`src/rtl/dbg_pkg.sv`:
```
// ---------------------------------------------------------------------------
// dbg_pkg
// Shared types for the debug access arbiter.
//   dbg_state_t : sequencer states (IDLE, ISSUE, WAIT, DONE)
//   dbg_cmd_t   : one debug command (write flag, address, bank, write data)
// The localparams give the default widths of the debug port.
// ---------------------------------------------------------------------------
package dbg_pkg;

    localparam int DBG_NREQ_DEF    = 4;
    localparam int DBG_ADDR_W      = 7;
    localparam int DBG_BANK_W      = 7;
    localparam int DBG_DATA_W      = 144;
    localparam int DBG_TIMEOUT_DEF = 64;

    typedef enum logic [1:0] {
        IDLE  = 2'd0,
        ISSUE = 2'd1,
        WAIT  = 2'd2,
        DONE  = 2'd3
    } dbg_state_t;

    typedef struct packed {
        logic                  write;
        logic [DBG_ADDR_W-1:0] addr;
        logic [DBG_BANK_W-1:0] bank;
        logic [DBG_DATA_W-1:0] din;
    } dbg_cmd_t;

endpackage

```
`src/rtl/dbg_rr_pick.sv`:
```
// ---------------------------------------------------------------------------
// dbg_rr_pick
// Combinational round-robin picker: returns the first set request bit at or
// after ptr, wrapping around past NREQ-1.
// Ports:
//   req   in  NREQ  request vector
//   ptr   in  IDXW  search start position (0..NREQ-1)
//   grant out NREQ  one-hot grant (all zero when req is zero)
//   idx   out IDXW  index of the granted bit (0 when req is zero)
// ---------------------------------------------------------------------------
module dbg_rr_pick #(
    parameter int NREQ = 4,
    parameter int IDXW = $clog2(NREQ)
) (
    input  logic [NREQ-1:0] req,
    input  logic [IDXW-1:0] ptr,
    output logic [NREQ-1:0] grant,
    output logic [IDXW-1:0] idx
);

    logic            found;
    logic [IDXW-1:0] pos;
    int              j;

    always_comb begin
        grant = '0;
        idx   = '0;
        found = 1'b0;
        pos   = '0;
        j     = 0;
        for (int k = 0; k < NREQ; k++) begin
            // Walk positions ptr, ptr+1, ... modulo NREQ.
            j = int'(ptr) + k;
            if (j >= NREQ) begin
                j = j - NREQ;
            end
            pos = IDXW'(j);
            if (!found && req[pos]) begin
                found      = 1'b1;
                grant[pos] = 1'b1;
                idx        = pos;
            end
        end
    end

endmodule

```
`src/rtl/dbg_access_arb.sv`:
```
// ---------------------------------------------------------------------------
// dbg_access_arb
// Round-robin arbiter/sequencer sharing one memory debug port among NREQ
// requesters. One transaction at a time: latch the winner's command in IDLE,
// strobe the debug port for one cycle in ISSUE, wait for read data in WAIT,
// pulse the owner's ack in DONE.
//
// Optional feature macro: DBG_ARB_TIMEOUT_EN
//   defined   : WAIT gives up after TIMEOUT cycles, acking with rsp_err=1 and
//               rsp_dout=0.
//   undefined : WAIT is left only on dbg_vld; rsp_err is constant 0.
//
// Ports:
//   clk, rst_n        clock, asynchronous active-low reset
//   req_vld/write     per-requester request and direction (1=write)
//   req_addr/bank/din flattened per-requester command fields (slice i)
//   req_ack           one-hot, one-cycle completion pulse
//   rsp_dout/rsp_err  read data / timeout flag, valid with req_ack
//   dbg_en/read/write debug command strobes (one cycle, registered)
//   dbg_addr/bank/din debug command fields (registered, held between issues)
//   dbg_vld/dbg_dout  read data return from the debug port
// ---------------------------------------------------------------------------
module dbg_access_arb
    import dbg_pkg::*;
#(
    parameter int NREQ          = DBG_NREQ_DEF,
    parameter int DBGADDRWIDTH  = DBG_ADDR_W,
    parameter int DBGBADDRWIDTH = DBG_BANK_W,
    parameter int DBGDATAWIDTH  = DBG_DATA_W,
    parameter int TIMEOUT       = DBG_TIMEOUT_DEF
) (
    input  logic                            clk,
    input  logic                            rst_n,
    input  logic [NREQ-1:0]                 req_vld,
    input  logic [NREQ-1:0]                 req_write,
    input  logic [NREQ*DBGADDRWIDTH-1:0]    req_addr,
    input  logic [NREQ*DBGBADDRWIDTH-1:0]   req_bank,
    input  logic [NREQ*DBGDATAWIDTH-1:0]    req_din,
    output logic [NREQ-1:0]                 req_ack,
    output logic [DBGDATAWIDTH-1:0]         rsp_dout,
    output logic                            rsp_err,
    output logic                            dbg_en,
    output logic                            dbg_read,
    output logic                            dbg_write,
    output logic [DBGADDRWIDTH-1:0]         dbg_addr,
    output logic [DBGBADDRWIDTH-1:0]        dbg_bank,
    output logic [DBGDATAWIDTH-1:0]         dbg_din,
    input  logic                            dbg_vld,
    input  logic [DBGDATAWIDTH-1:0]         dbg_dout
);

    localparam int IDXW = $clog2(NREQ);

    // ------------------------------------------------------------------
    // Unflatten the per-requester command buses.
    // ------------------------------------------------------------------
    logic [DBGADDRWIDTH-1:0]  addr_arr [NREQ];
    logic [DBGBADDRWIDTH-1:0] bank_arr [NREQ];
    logic [DBGDATAWIDTH-1:0]  din_arr  [NREQ];

    for (genvar gi = 0; gi < NREQ; gi++) begin : g_slice
        assign addr_arr[gi] = req_addr[gi*DBGADDRWIDTH  +: DBGADDRWIDTH];
        assign bank_arr[gi] = req_bank[gi*DBGBADDRWIDTH +: DBGBADDRWIDTH];
        assign din_arr[gi]  = req_din [gi*DBGDATAWIDTH  +: DBGDATAWIDTH];
    end

    // ------------------------------------------------------------------
    // Round-robin selection
    // ------------------------------------------------------------------
    dbg_state_t       state_reg;
    logic [IDXW-1:0]  rr_ptr_reg;
    logic [IDXW-1:0]  owner_idx_reg;
    logic [NREQ-1:0]  owner_oh_reg;
    logic [NREQ-1:0]  pick_grant;
    logic [IDXW-1:0]  pick_idx;
    logic             pick_write;

    dbg_rr_pick #(
        .NREQ (NREQ),
        .IDXW (IDXW)
    ) u_pick (
        .req   (req_vld),
        .ptr   (rr_ptr_reg),
        .grant (pick_grant),
        .idx   (pick_idx)
    );

    assign pick_write = req_write[pick_idx];

`ifdef DBG_ARB_TIMEOUT_EN
    // ------------------------------------------------------------------
    // Read wait counter, saturating at all-ones.
    // ------------------------------------------------------------------
    localparam int CNTW = $clog2(TIMEOUT + 1);

    logic [CNTW-1:0] wait_cnt_reg;
    logic [CNTW-1:0] wait_cnt_next;

    always_comb begin
        wait_cnt_next = wait_cnt_reg;
        if (wait_cnt_reg != {CNTW{1'b1}}) begin
            wait_cnt_next = wait_cnt_reg + CNTW'(1);
        end
    end
`else
    logic [31:0] unused_timeout;
    assign unused_timeout = 32'(TIMEOUT);
    assign rsp_err        = 1'b0;
`endif

    // ------------------------------------------------------------------
    // Sequencer. All port outputs are registered here; the strobes and
    // the ack default low so each is a single-cycle pulse.
    // ------------------------------------------------------------------
    always_ff @(posedge clk or negedge rst_n) begin
        if (!rst_n) begin
            state_reg     <= IDLE;
            rr_ptr_reg    <= '0;
            owner_idx_reg <= '0;
            owner_oh_reg  <= '0;
            req_ack       <= '0;
            rsp_dout      <= '0;
            dbg_en        <= 1'b0;
            dbg_read      <= 1'b0;
            dbg_write     <= 1'b0;
            dbg_addr      <= '0;
            dbg_bank      <= '0;
            dbg_din       <= '0;
`ifdef DBG_ARB_TIMEOUT_EN
            rsp_err       <= 1'b0;
            wait_cnt_reg  <= '0;
`endif
        end else begin
            dbg_en    <= 1'b0;
            dbg_read  <= 1'b0;
            dbg_write <= 1'b0;
            req_ack   <= '0;

            case (state_reg)
                IDLE: begin
                    if (|req_vld) begin
                        // Latch the winner's command straight onto the
                        // debug port so the strobe lands in ISSUE.
                        owner_idx_reg <= pick_idx;
                        owner_oh_reg  <= pick_grant;
                        dbg_addr      <= addr_arr[pick_idx];
                        dbg_bank      <= bank_arr[pick_idx];
                        dbg_din       <= din_arr[pick_idx];
                        dbg_en        <= 1'b1;
                        dbg_read      <= ~pick_write;
                        dbg_write     <= pick_write;
                        state_reg     <= ISSUE;
                    end
                end

                ISSUE: begin
                    // dbg_write still holds the latched direction here.
                    if (dbg_write) begin
                        req_ack   <= owner_oh_reg;
`ifdef DBG_ARB_TIMEOUT_EN
                        rsp_err   <= 1'b0;
`endif
                        state_reg <= DONE;
                    end else begin
`ifdef DBG_ARB_TIMEOUT_EN
                        wait_cnt_reg <= '0;
`endif
                        state_reg <= WAIT;
                    end
                end

                WAIT: begin
                    if (dbg_vld) begin
                        rsp_dout  <= dbg_dout;
                        req_ack   <= owner_oh_reg;
`ifdef DBG_ARB_TIMEOUT_EN
                        rsp_err   <= 1'b0;
`endif
                        state_reg <= DONE;
                    end
`ifdef DBG_ARB_TIMEOUT_EN
                    else begin
                        wait_cnt_reg <= wait_cnt_next;
                        if (wait_cnt_next >= CNTW'(TIMEOUT)) begin
                            rsp_dout  <= '0;
                            rsp_err   <= 1'b1;
                            req_ack   <= owner_oh_reg;
                            state_reg <= DONE;
                        end
                    end
`endif
                end

                DONE: begin
                    // Next search starts just after the requester served.
                    if (owner_idx_reg == IDXW'(NREQ - 1)) begin
                        rr_ptr_reg <= '0;
                    end else begin
                        rr_ptr_reg <= owner_idx_reg + IDXW'(1);
                    end
                    state_reg <= IDLE;
                end

                default: begin
                    state_reg <= IDLE;
                end
            endcase
        end
    end

endmodule
```
`config.mk`:
```
export PLATFORM = sky130hd
export DESIGN_NAME = dbg_access_arb
export DESIGN_NICKNAME = d
export VERILOG_FILES = /design/src/rtl/dbg_pkg.sv /design/src/rtl/dbg_rr_pick.sv /design/src/rtl/dbg_access_arb.sv
export SDC_FILE = /design/constraint.sdc
export NUM_CORES = 1
export LEC_CHECK = 0
export CAP_MARGIN = 20
export CORE_AREA = 2 2 421 423
export DETAILED_ROUTE_END_ITERATION = 8
export DIE_AREA = 0 0 423 425
export GPL_TIMING_DRIVEN = 0
export MAX_ROUTING_LAYER = met4
export SETUP_SLACK_MARGIN = 0.3
export SLEW_MARGIN = 20
export SYNTH_ARGS = -nofsm -noshare
export SYNTH_HDL_FRONTEND = slang
export SYNTH_HIERARCHICAL = 1
export SYNTH_SLANG_ARGS = --single-unit
```
`constraint.sdc`:
```
create_clock -name clk -period 6.9 [get_ports clk]
set_input_delay 1.38 -clock clk [delete_from_list [all_inputs] [get_ports clk]]
set_output_delay 1.38 -clock clk [all_outputs]
set_load 0.05 [all_outputs]
```
==> metrics, run 1 <==
vias=14900; H-tree depth=2; period utilisation layout=75.2%; dpl cell area=around 31000 um^2; Cells after Synth=935; Critical Path Source=req_vld[2]; Die H=roughly 430 um; Netlist Area Pre-Place=16500 um^2; register area share after synthesis=about half; clock power share=13.4%; number of global-route vias before repair=15400; Comb power frac=68.3%; Avg Cell Area, Syn=17.6 um^2; area grow syn2layout=95.5%; Post-synth top flop=dfrtp_1; setup slack after layout=1.71 ns; post-DR wirelength/cell=31.6 um; Worst-Margin Slew=between 0.9 and 1 ns; multi-input gate area in the final layout=about 8000 um^2; count leader, synth=dfrtp_1; Sequential Area=7980 um^2; Synth top area share=between 40% and 50%; Design Power=~0.019 W; die area=180000 um^2; Worst-path clk slew=0.06 ns; pin count of the biggest net entering global routing=84; Pwr Density=589 nW/um^2; RSZ-0062 raised after global routing=false; gr usage total=about 16%; r2r startpoint=rr_ptr_reg[0]; Switch Pwr=0.00914 W; Max VDD drop=0.327 mV; Synth Register Bits=319; post-route setup TNS=0 ns; Std-Cell Rows=154; clk buf depth=3; TritonCTS sink count=approximately 320; postcts setup bufs=0; initial antenna violation count=168; number of synthesized flops with an enable pin=0; Finished Cell Area=32200 um^2; Via density=3.30; Starting Density=9.40%; Core ar.=175000 um^2; cts bufs inserted=46; status=finished, final reports clean; Worst Hold Class=reg -> reg; Synth top cells by count=319 x dfrtp_1, 163 x mux2_2, 163 x mux4_2; first-pass GRT wire length=roughly 180000 um; CP startpoint kind=input port; HP Start=dbg_din[20]; Final Hold Fails=0; Die W=423 um; post-CTS resize count=0; worst-case reg-to-reg path depth=11; ys async rst share=100%; synth warn=6; Final min period=5.19 ns; Regs by FF count=dbg_din (144), rsp_dout (144); clk_lat worst skew=0.63 ns; hpwl dp=125000 um; Crit Path Max Fanout=11; Place WS=0.911 ns; area leader, netlist=dfrtp_1; CTS tree=done; First DRT Iteration DRCs=between 1000 and 1500; Sw Ratio=48.1%; sequential power share=18.3%; Post-CTS Hold Buffers=0; Synth cell types=36; Post-DRT Antenna Nets=0; Pint=0.00985 W; final setup violation count=0; Worst EP required=7.40 ns; WHS Path Cells=1; Worst Setup End Kind=flop; # DRC=0; MaxCap Viol Count=0; Crit Path Class=in -> reg; DR pass1 iterations=5; gp weighted congestion=0.975; LEAKAGE=around 12 nW; Synthesized Nets=1734; io pins=1097; root buffer cell=clkbuf_16; Area contributors post-synth=dfrtp_1 48%, mux4_2 22%, mux2_2 11%; Final nets=2882; Max Slew Vio Count=0; WP data arrival=5.69 ns; achievable clock frequency=slightly below 200 MHz; layout cells sized above 1=26.4%; Slew headroom=between 30% and 40%; GRT Residual Overflow=0; Worst Skew=0.0316 ns; Port Buffers=1095; FILL cells=between 15000 and 20000; final wirelength=143000 um
## critical path, stage by stage
cell,delay (ns)
clkdlybuf4s50_1,0.55
mux4_2,0.66
nor4b_4,0.43
a22o_1,0.20
clkbuf_1,0.57
clkbuf_2,0.61
buf_2,0.55
mux4_2,0.49
and2_1,0.20
## final timing paths
check | end | slack, ns
setup / recovery | dbg_write | 1.71
hold / removal | dbg_din[20] | 0.48
setup reg to reg | dbg_write | 1.96
hold reg to reg | dbg_din[20] | 0.48
max in group asynchronous | dbg_bank[2] | 5.07
min in group asynchronous | rsp_dout[18] | 0.68
## kinds of logic after synthesis
kind of cell	synth area share (%)
flip-flops	48.4
AO/OA/AOI/OAI	0.941
AND/OR/NAND/NOR	0.979
other	0.0227
buffers and inverters	3.05
multiplexers	45.7
adder cells (fa/ha/maj)	0.911
## power groups by stage
stage | Combinational, W | Clock, W | Sequential [W]
finish | 0.0130 | 0.00255 | 0.00348
global route | 0.0135 | 0.00273 | 0.00358
CTS | 0.0132 | 0.00268 | 0.00347
global placement | 0.0131 | 0 | 0.00348
detailed placement | 0.0132 | 0 | 0.00348
floorplan | 0.00508 | 0 | 0.00658
## layout make-up
class                   instances  share of cell area, %
clock inverters                24                  0.873
multi-input cells             537                   24.8
repair buffers               1100                   34.4
plain buffers                  73                   1.50
diodes                         67                  0.520
inverters                       6                 0.0699
clock buffers                  58                   3.96
flip-flops and latches        319                   24.8
well taps                    2340                   9.08
## cell usage in the layout (no fill, tap or decap), types with 5 or more instances in the layout
cell type and count:
clkdlybuf4s50_1 1094, dfrtp_1 319, mux4_2 163, mux2_2 163, mux2_4 90, diode_2 67
mux2_1 58, clkbuf_16 47, buf_2 24, clkbuf_1 23, buf_6 18, ha_1 12
buf_4 11, clkinv_2 8, a22oi_1 8, nor2_1 7, clkbuf_8 6, o21ai_0 6
inv_1 5, and2_1 5, bufinv_16 5
## metrics by stage
stage	instances	hold slack (ns)	utilization (%)
after floorplan	935	0.446	-
after global placement	4370	0.463	17.3
after detailed placement	4375	0.466	17.4
after CTS	4457	0.490	18.3
after global routing	4515	0.499	18.4
final	4524	0.483	18.4
## layer usage
layer	track usage, %	routed length, um	up-vias
li1	-	-	6071
met1	17.1	54200	7702
met2	26.9	71300	911
met3	6.07	12700	261
met4	4.32	4720	0
met5	-	0	-
Power figures use the tool's default switching activity.
==> run 2, diff against run 1 <==
--- a/config.mk
+++ b/config.mk
@@ -6,9 +6,9 @@
 export NUM_CORES = 1
 export LEC_CHECK = 0
 export CAP_MARGIN = 20
-export CORE_AREA = 2 2 421 423
+export CORE_AREA = 2 2 432 434
 export DETAILED_ROUTE_END_ITERATION = 8
-export DIE_AREA = 0 0 423 425
+export DIE_AREA = 0 0 434 436
 export GPL_TIMING_DRIVEN = 0
 export MAX_ROUTING_LAYER = met4
 export SETUP_SLACK_MARGIN = 0.3
==> constraint.sdc (replaced) <==
create_clock -name clk -period 4.3 [get_ports clk]
set_input_delay 0.86 -clock clk [delete_from_list [all_inputs] [get_ports clk]]
set_output_delay 0.86 -clock clk [all_outputs]
set_load 0.05 [all_outputs]
==> run 2 against run 1 <==
Total power rose by 63%. Sequential share of layout area decreased by 0.33 points. Final area is 1.4% higher. Register-to-register slack got worse by 1.5 ns. Clock skew is 0.012 ns higher. Routed wire length grew 6.7%. Setup slack lost 1.3 ns. Count of clock-buffer cells in the layout grew 3. Non-clock buffer count increased by 2.
==> metrics, run 2 (synthesis gave the netlist of run 1 again) <==
worst-case reg-to-reg path depth=12 (+1); Die H=436 um (+2.6%); Sw Ratio=47.9% (-0.22 points); cts bufs inserted=48 (+4.3%); period utilisation layout=90.0%; achievable clock frequency=258 MHz; Regs by FF count=dbg_din (144), rsp_dout (144); Finished Cell Area=32700 um^2 (+1.4%); Non-Filler Instances=4696 (+3.8%); Pwr Density=948 nW/um^2 (+61%); root buffer cell=clkbuf_16; Slew headroom=34.2% (-5.2 points); Crit Path Max Fanout=10 (-1); layout cells sized above 1=26.9% (+0.58 points); clk_lat worst skew=0.65 ns (+0.02 ns); gr usage total=16.1% (+0.31 points); GRT Residual Overflow=0 (unchanged); Post-DRT Antenna Nets=0 (unchanged); die area=189000 um^2 (+5.3%); placed instance count=4515 (+3.2%); CP startpoint kind=flop; gp weighted congestion=0.997 (+2.3%); Port Buffers=1095 (unchanged); area grow syn2layout=98.2%; CTS tree=done; io pins=1097 (unchanged); Design Power=0.0310 W (+63%); final setup violation count=0 (unchanged); Switch Pwr=0.0148 W (+62%); r2r startpoint=rr_ptr_reg[0]; sequential power share=18.1% (-0.2 points); TritonCTS sink count=319 (unchanged); Crit Path Class=reg -> reg; Final min period=3.87 ns; post-DR wirelength/cell=32.5 um (+2.8%); Starting Density=8.93% (-0.47 points); Worst-Margin Slew=0.984 ns (+0.0780 ns); Core ar.=185000 um^2 (+5.3%); hpwl dp=136000 um (+8.4%); post-route setup TNS=0 ns (unchanged); Worst Setup EP=dbg_din[93]; clk buf depth=3 (unchanged); FILL cells=20300 (+6.4%); flop2flop setup slack=0.43 ns (-1.53 ns); vias=15200 (+1.9%); Crit Reg-Reg Endpoint=dbg_din[93]; Worst EP required=4.83 ns (-2.57 ns); Die W=434 um (+2.6%); Final nets=2886 (+0.14%); Pint=0.0161 W (+64%); Max VDD drop=0.416 mV (+27%); Worst Skew=0.0436 ns (+0.0120 ns); LEAKAGE=12.1 nW (+0.78%); Place WS=-1.60 ns (-2.51 ns); final wirelength=152000 um (+6.7%); number of global-route vias before repair=15100 (-2.0%); Critical Path Source=rr_ptr_reg[0]; DR pass1 iterations=5 (unchanged); Comb power frac=67.8% (-0.5 points); WP data arrival=4.40 ns (-1.29 ns); most frequent cells in the layout=1094 x clkdlybuf4s50_1, 318 x dfrtp_1, 163 x mux4_2, 163 x mux2_2, 90 x mux2_4; H-tree depth=2 (unchanged); clock power share=14.0% (+0.6 points); setup slack after layout=0.431 ns (-1.28 ns); most common library cell in the layout ignoring fill and taps=clkdlybuf4s50_1; Max Slew Vio Count=0 (unchanged); # DRC=0 (unchanged); RSZ-0062 raised after global routing=false; Final Hold Fails=0 (unchanged); pin count of the biggest net entering global routing=79 (-6.0%); first-pass GRT wire length=186000 um (+5.6%); First DRT Iteration DRCs=1238 (+12%); initial antenna violation count=225 (+34%); Std-Cell Rows=158 (+2.6%); MaxCap Viol Count=0 (unchanged); dpl cell area=30700 um^2 (+0.60%); Worst Hold Class=in -> async; status=finished, final reports clean; Worst Setup End Kind=flop; Via density=3.24 (-1.8%); Post-CTS Hold Buffers=0 (unchanged); Worst-path clk slew=0.06 ns (about the same)
==> run 2: cell count changes in the layout (fill, tap and decap cells not counted), sizes merged <==
cell      change
diode        +22
clkbuf        +6
clkinvlp      +3
bufinv        +2
buf           -1
==> run 2: power groups by stage <==
| stage | Sequential [W] | Clock, W | Combinational (W) |
|---|---|---|---|
| detailed placement | 0.00562 | 0 | 0.0212 |
| floorplan | 0.0106 | 0 | 0.00815 |
| CTS | 0.00559 | 0.00450 | 0.0214 |
| global route | 0.00578 | 0.00459 | 0.0219 |
| global placement | 0.00562 | 0 | 0.0211 |
| finish | 0.00561 | 0.00435 | 0.0210 |
==> run 2: worst min-delay path by stage <==
stage / cells after the start / endpoint / startpoint / slack, ns
6_report: 1 / rsp_dout[131] / rst_n / 0.11
5_1_grt: 1 / rsp_dout[138] / rst_n / 0.09
4_1_cts: 1 / rsp_dout[138] / rst_n / 0.06
3_5_place_dp: 1 / owner_oh_reg[1] / owner_oh_reg[1] / 0.47
3_3_place_gp: 1 / owner_oh_reg[0] / owner_oh_reg[0] / 0.46
2_1_floorplan: 1 / req_ack[0] / owner_oh_reg[0] / 0.45
==> run 2: per-layer routing <==
metal  vias to the layer above  part of all wire (%)  wire length [um]  track usage (%)
li1                       6111                     -                 -                -
met1                      7810                    36             55300             18.0
met2                       997                    49             75100             26.8
met3                       311                    12             17500             6.09
met4                         0                   2.9              4430             4.16
met5                         -                     0                 0                -
==> run 2: area by class of cell <==
class	count	area, um^2	share of cell area [%]
inverter	6	22.5	0.0689
buffer	73	542	1.66
antenna	89	223	0.682
clock inverter	29	364	1.11
timing repair buffer	1102	11100	34.0
clock buffer	61	1310	4.01
sequential	319	7980	24.4
tap	2480	3100	9.50
multi-input combinational	537	8010	24.5
==> run 2: critical path: stages (launching register included) <==
cell and delay (ns):
dfrtp_2 0.46, clkbuf_4 0.25, inv_1 0.08, ha_1 0.38, mux4_2 0.37, buf_4 0.18
nor2_1 0.05, o31ai_1 0.29, buf_6 0.23, buf_8 0.22, buf_6 0.24, mux4_2 0.63
mux2_4 0.29
==> run 2: through the flow <==
step / util (%) / hold slack [ns]
2_1_floorplan: - / 0.446
3_3_place_gp: 16.5 / 0.464
3_5_place_dp: 16.6 / 0.471
4_1_cts: 17.6 / 0.0567
5_1_grt: 17.7 / 0.0920
6_report: 17.7 / 0.110
==> run 2: repair_timing <==
action / in CTS / in global routing
endpoints found under the hold margin: 0 / 0
resized for setup: 20 / 5
pin swaps: 0 / 1
setup buffers: 1 / 1
setup endpoints to repair: 161 / 72
==> run 3, diff against run 2 <==
--- a/config.mk
+++ b/config.mk
@@ -11,6 +11,7 @@
 export DIE_AREA = 0 0 434 436
 export GPL_TIMING_DRIVEN = 0
 export MAX_ROUTING_LAYER = met4
+export RECOVER_POWER = 50
 export SETUP_SLACK_MARGIN = 0.3
 export SLEW_MARGIN = 20
 export SYNTH_ARGS = -nofsm -noshare
==> run 3 against run 2 <==
The flow now finishes with violations (max-capacitance violations, max-slew violations). Global-route usage unchanged. Via count grew 0.60%. Total power down 0.74%. Highest routed layer unchanged.
==> metrics, run 3 (synthesis gave the netlist of run 1 again) <==
die area=189000 um^2 (unchanged); Final Hold Fails=0 (unchanged); Finished Cell Area=32600 um^2 (about the same); clk buf depth=3 (unchanged); Starting Density=8.93% (unchanged); hpwl dp=136000 um (unchanged); pin count of the biggest net entering global routing=79 (unchanged); initial antenna violation count=225 (unchanged); flop2flop setup slack=0.33 ns (-0.10 ns); worst-case reg-to-reg path depth=12 (unchanged); MaxCap Viol Count=1 (+1); io pins=1097 (unchanged); gr usage total=16.1% (unchanged); Worst EP required=4.83 ns (about the same); Regs by FF count=dbg_din (144), rsp_dout (144); Final nets=2886 (unchanged); clock power share=14.2% (+0.2 points); cts bufs inserted=48 (unchanged); post-DR wirelength/cell=32.5 um (+0.14%); failing checks=max-capacitance violations, max-slew violations; CP Cell Sequence=clkbuf_4 -> inv_1 -> ha_1 -> mux4_2 -> clkbuf_1 -> nor2_1 -> o31ai_1 -> buf_6 -> buf_8 -> buf_6 -> mux4_2 -> mux2_4; Max Slew Vio Count=48 (+48); cell at the slowest stage of the critical path=mux4_2; Core ar.=185000 um^2 (unchanged); Post-DRT Antenna Nets=0 (unchanged); first-pass GRT wire length=186000 um (unchanged); clk_lat worst skew=0.65 ns (about the same); Worst Hold Class=reg -> reg; # DRC=0 (unchanged); Sw Ratio=48.2% (+0.29 points); Crit Path Class=reg -> reg; root buffer cell=clkbuf_16; most common library cell in the layout ignoring fill and taps=clkdlybuf4s50_1; Die H=436 um (unchanged); WP data arrival=4.50 ns (+0.10 ns); Crit Path Max Fanout=10 (unchanged); period utilisation layout=92.3% (+2.3 points); Std-Cell Rows=158 (unchanged); vias=15300 (+0.60%); most frequent cells in the layout=977 x clkdlybuf4s50_1, 318 x dfrtp_1, 163 x mux4_2, 163 x mux2_2, 117 x dlygate4sd3_1; HP Start=dbg_din[23]; Max VDD drop=0.415 mV (-0.32%); Worst Skew=0.0507 ns (+0.00712 ns); crit-path leading delay family=multiplexers; First DRT Iteration DRCs=1173 (-5.3%); WHS Path Cells=1; Worst-Margin Slew=2.88 ns (+1.90 ns); status=finished, violations left; worst path bufs/invs=6 (unchanged); Pwr Density=942 nW/um^2 (-0.64%); number of global-route vias before repair=15100 (unchanged); GRT Residual Overflow=0 (unchanged); sequential power share=18.2% (about the same); crit-path max cell delay=0.64 ns (about the same); Port Buffers=1095 (unchanged); final wirelength=153000 um (about the same); LEAKAGE=12.2 nW (+0.31%); dpl cell area=30700 um^2 (unchanged); area grow syn2layout=98.0% (about the same); Final min period=3.97 ns (+0.0995 ns); Worst Setup End Kind=flop; Via density=3.27 (+0.68%); Post-CTS Hold Buffers=0 (unchanged); H-tree depth=2 (unchanged); DR pass1 iterations=5 (unchanged); Die W=434 um (unchanged); achievable clock frequency=252 MHz (-2.5%); Pint=0.0159 W (-1.3%); Slew headroom=-92.1% (-130 points); Switch Pwr=0.0148 W (-0.13%); final setup violation count=0 (unchanged); WHS Endpoint=dbg_din[23]; Crit Reg-Reg Endpoint=dbg_din[93]; r2r startpoint=rr_ptr_reg[0]; Worst-path clk slew=0.06 ns (about the same); Comb power frac=67.7% (about the same); CP startpoint kind=flop; FILL cells=20300 (+0.039%); CTS tree=done; Design Power=0.0308 W (-0.74%); TritonCTS sink count=319 (unchanged); RSZ-0062 raised after global routing=false; layout cells sized above 1=26.8% (-0.19 points); gp weighted congestion=0.997 (unchanged)
run 3: cell types whose count changed in the layout (fill, tap and decap cells not counted):
cell / before / now
buf_8: 3 / 2
diode_2: 89 / 85
clkbuf_2: 6 / 5
clkbuf_1: 20 / 23
nor4_2: 1 / 0
clkdlybuf4s50_1: 1094 / 977
dlygate4sd3_1: 0 / 117
buf_4: 17 / 16
nor4_1: 0 / 1
run 3: worst max-delay path by stage:
stage | from | endpoint | cells past startpoint
2_1_floorplan | rr_ptr_reg[0] | dbg_bank[0] | 11
4_1_cts | rr_ptr_reg[0] | dbg_din[104] | 11
6_report | rr_ptr_reg[0] | dbg_din[93] | 12
3_3_place_gp | rst_n | dbg_din[135] | 1
3_5_place_dp | req_vld[3] | dbg_write | 9
5_1_grt | rr_ptr_reg[0] | dbg_write | 12
run 3: worst register-to-register path: cells and delay by family (launching register included):
family                   cells  cell delay (ns)
multiplexers                 3             1.31
AND/OR/NAND/NOR              1             0.08
adder cells (fa/ha/maj)      1             0.38
buffers and inverters        6             1.34
AO/OA/AOI/OAI                1             0.27
flip-flops                   1             0.46
run 3: layout make-up:
class | instances | area (um^2) | share of cell area, %
Tap cell | 2480 | 3100 | 9.51
Antenna cell | 85 | 213 | 0.652
Sequential cell | 319 | 7980 | 24.5
Buffer | 73 | 541 | 1.66
Timing Repair Buffer | 1102 | 11100 | 34.0
Multi-Input combinational cell | 537 | 8000 | 24.5
Clock inverter | 29 | 364 | 1.12
Inverter | 6 | 22.5 | 0.0690
Clock buffer | 61 | 1310 | 4.02
run 3: power by group through the flow:
stage	Sequential (W)	Clock, W	Combinational (W)
after floorplan	0.0106	0	0.00815
after global placement	0.00562	0	0.0211
after detailed placement	0.00562	0	0.0212
after CTS	0.00559	0.00450	0.0214
after global routing	0.00576	0.00459	0.0217
final	0.00559	0.00436	0.0208
run 3: per-layer routing:
| layer | track usage, % | up-vias | wire length [um] |
|---|---|---|---|
| met3 | 6.09 | 317 | 16900 |
| met2 | 26.8 | 1050 | 75300 |
| li1 | - | 6113 | - |
| met1 | 18.0 | 7840 | 56000 |
| met4 | 4.16 | 0 | 4340 |
| met5 | - | - | 0 |
run 3: timing repair:
| action | CTS | global route |
|---|---|---|
| pin swaps | 0 | 1 |
| resized for setup | 20 | 5 |
| setup endpoints to repair | 161 | 72 |
| buffers inserted | 1 | 1 |
run 3: stage by stage:
step | hold slack [ns] | TNS, ns | setup WS, ns | util, % | cells
2_1_floorplan | 0.446 | 0 | 0.928 | - | 935
5_1_grt | 0.491 | 0 | 0.150 | 17.7 | 4676
3_3_place_gp | 0.464 | -4550.87 | -13.94 | 16.5 | 4510
6_report | 0.483 | 0 | 0.331 | 17.7 | 4692
3_5_place_dp | 0.471 | -143.18 | -1.60 | 16.6 | 4515
4_1_cts | 0.0567 | 0 | 0.327 | 17.6 | 4606
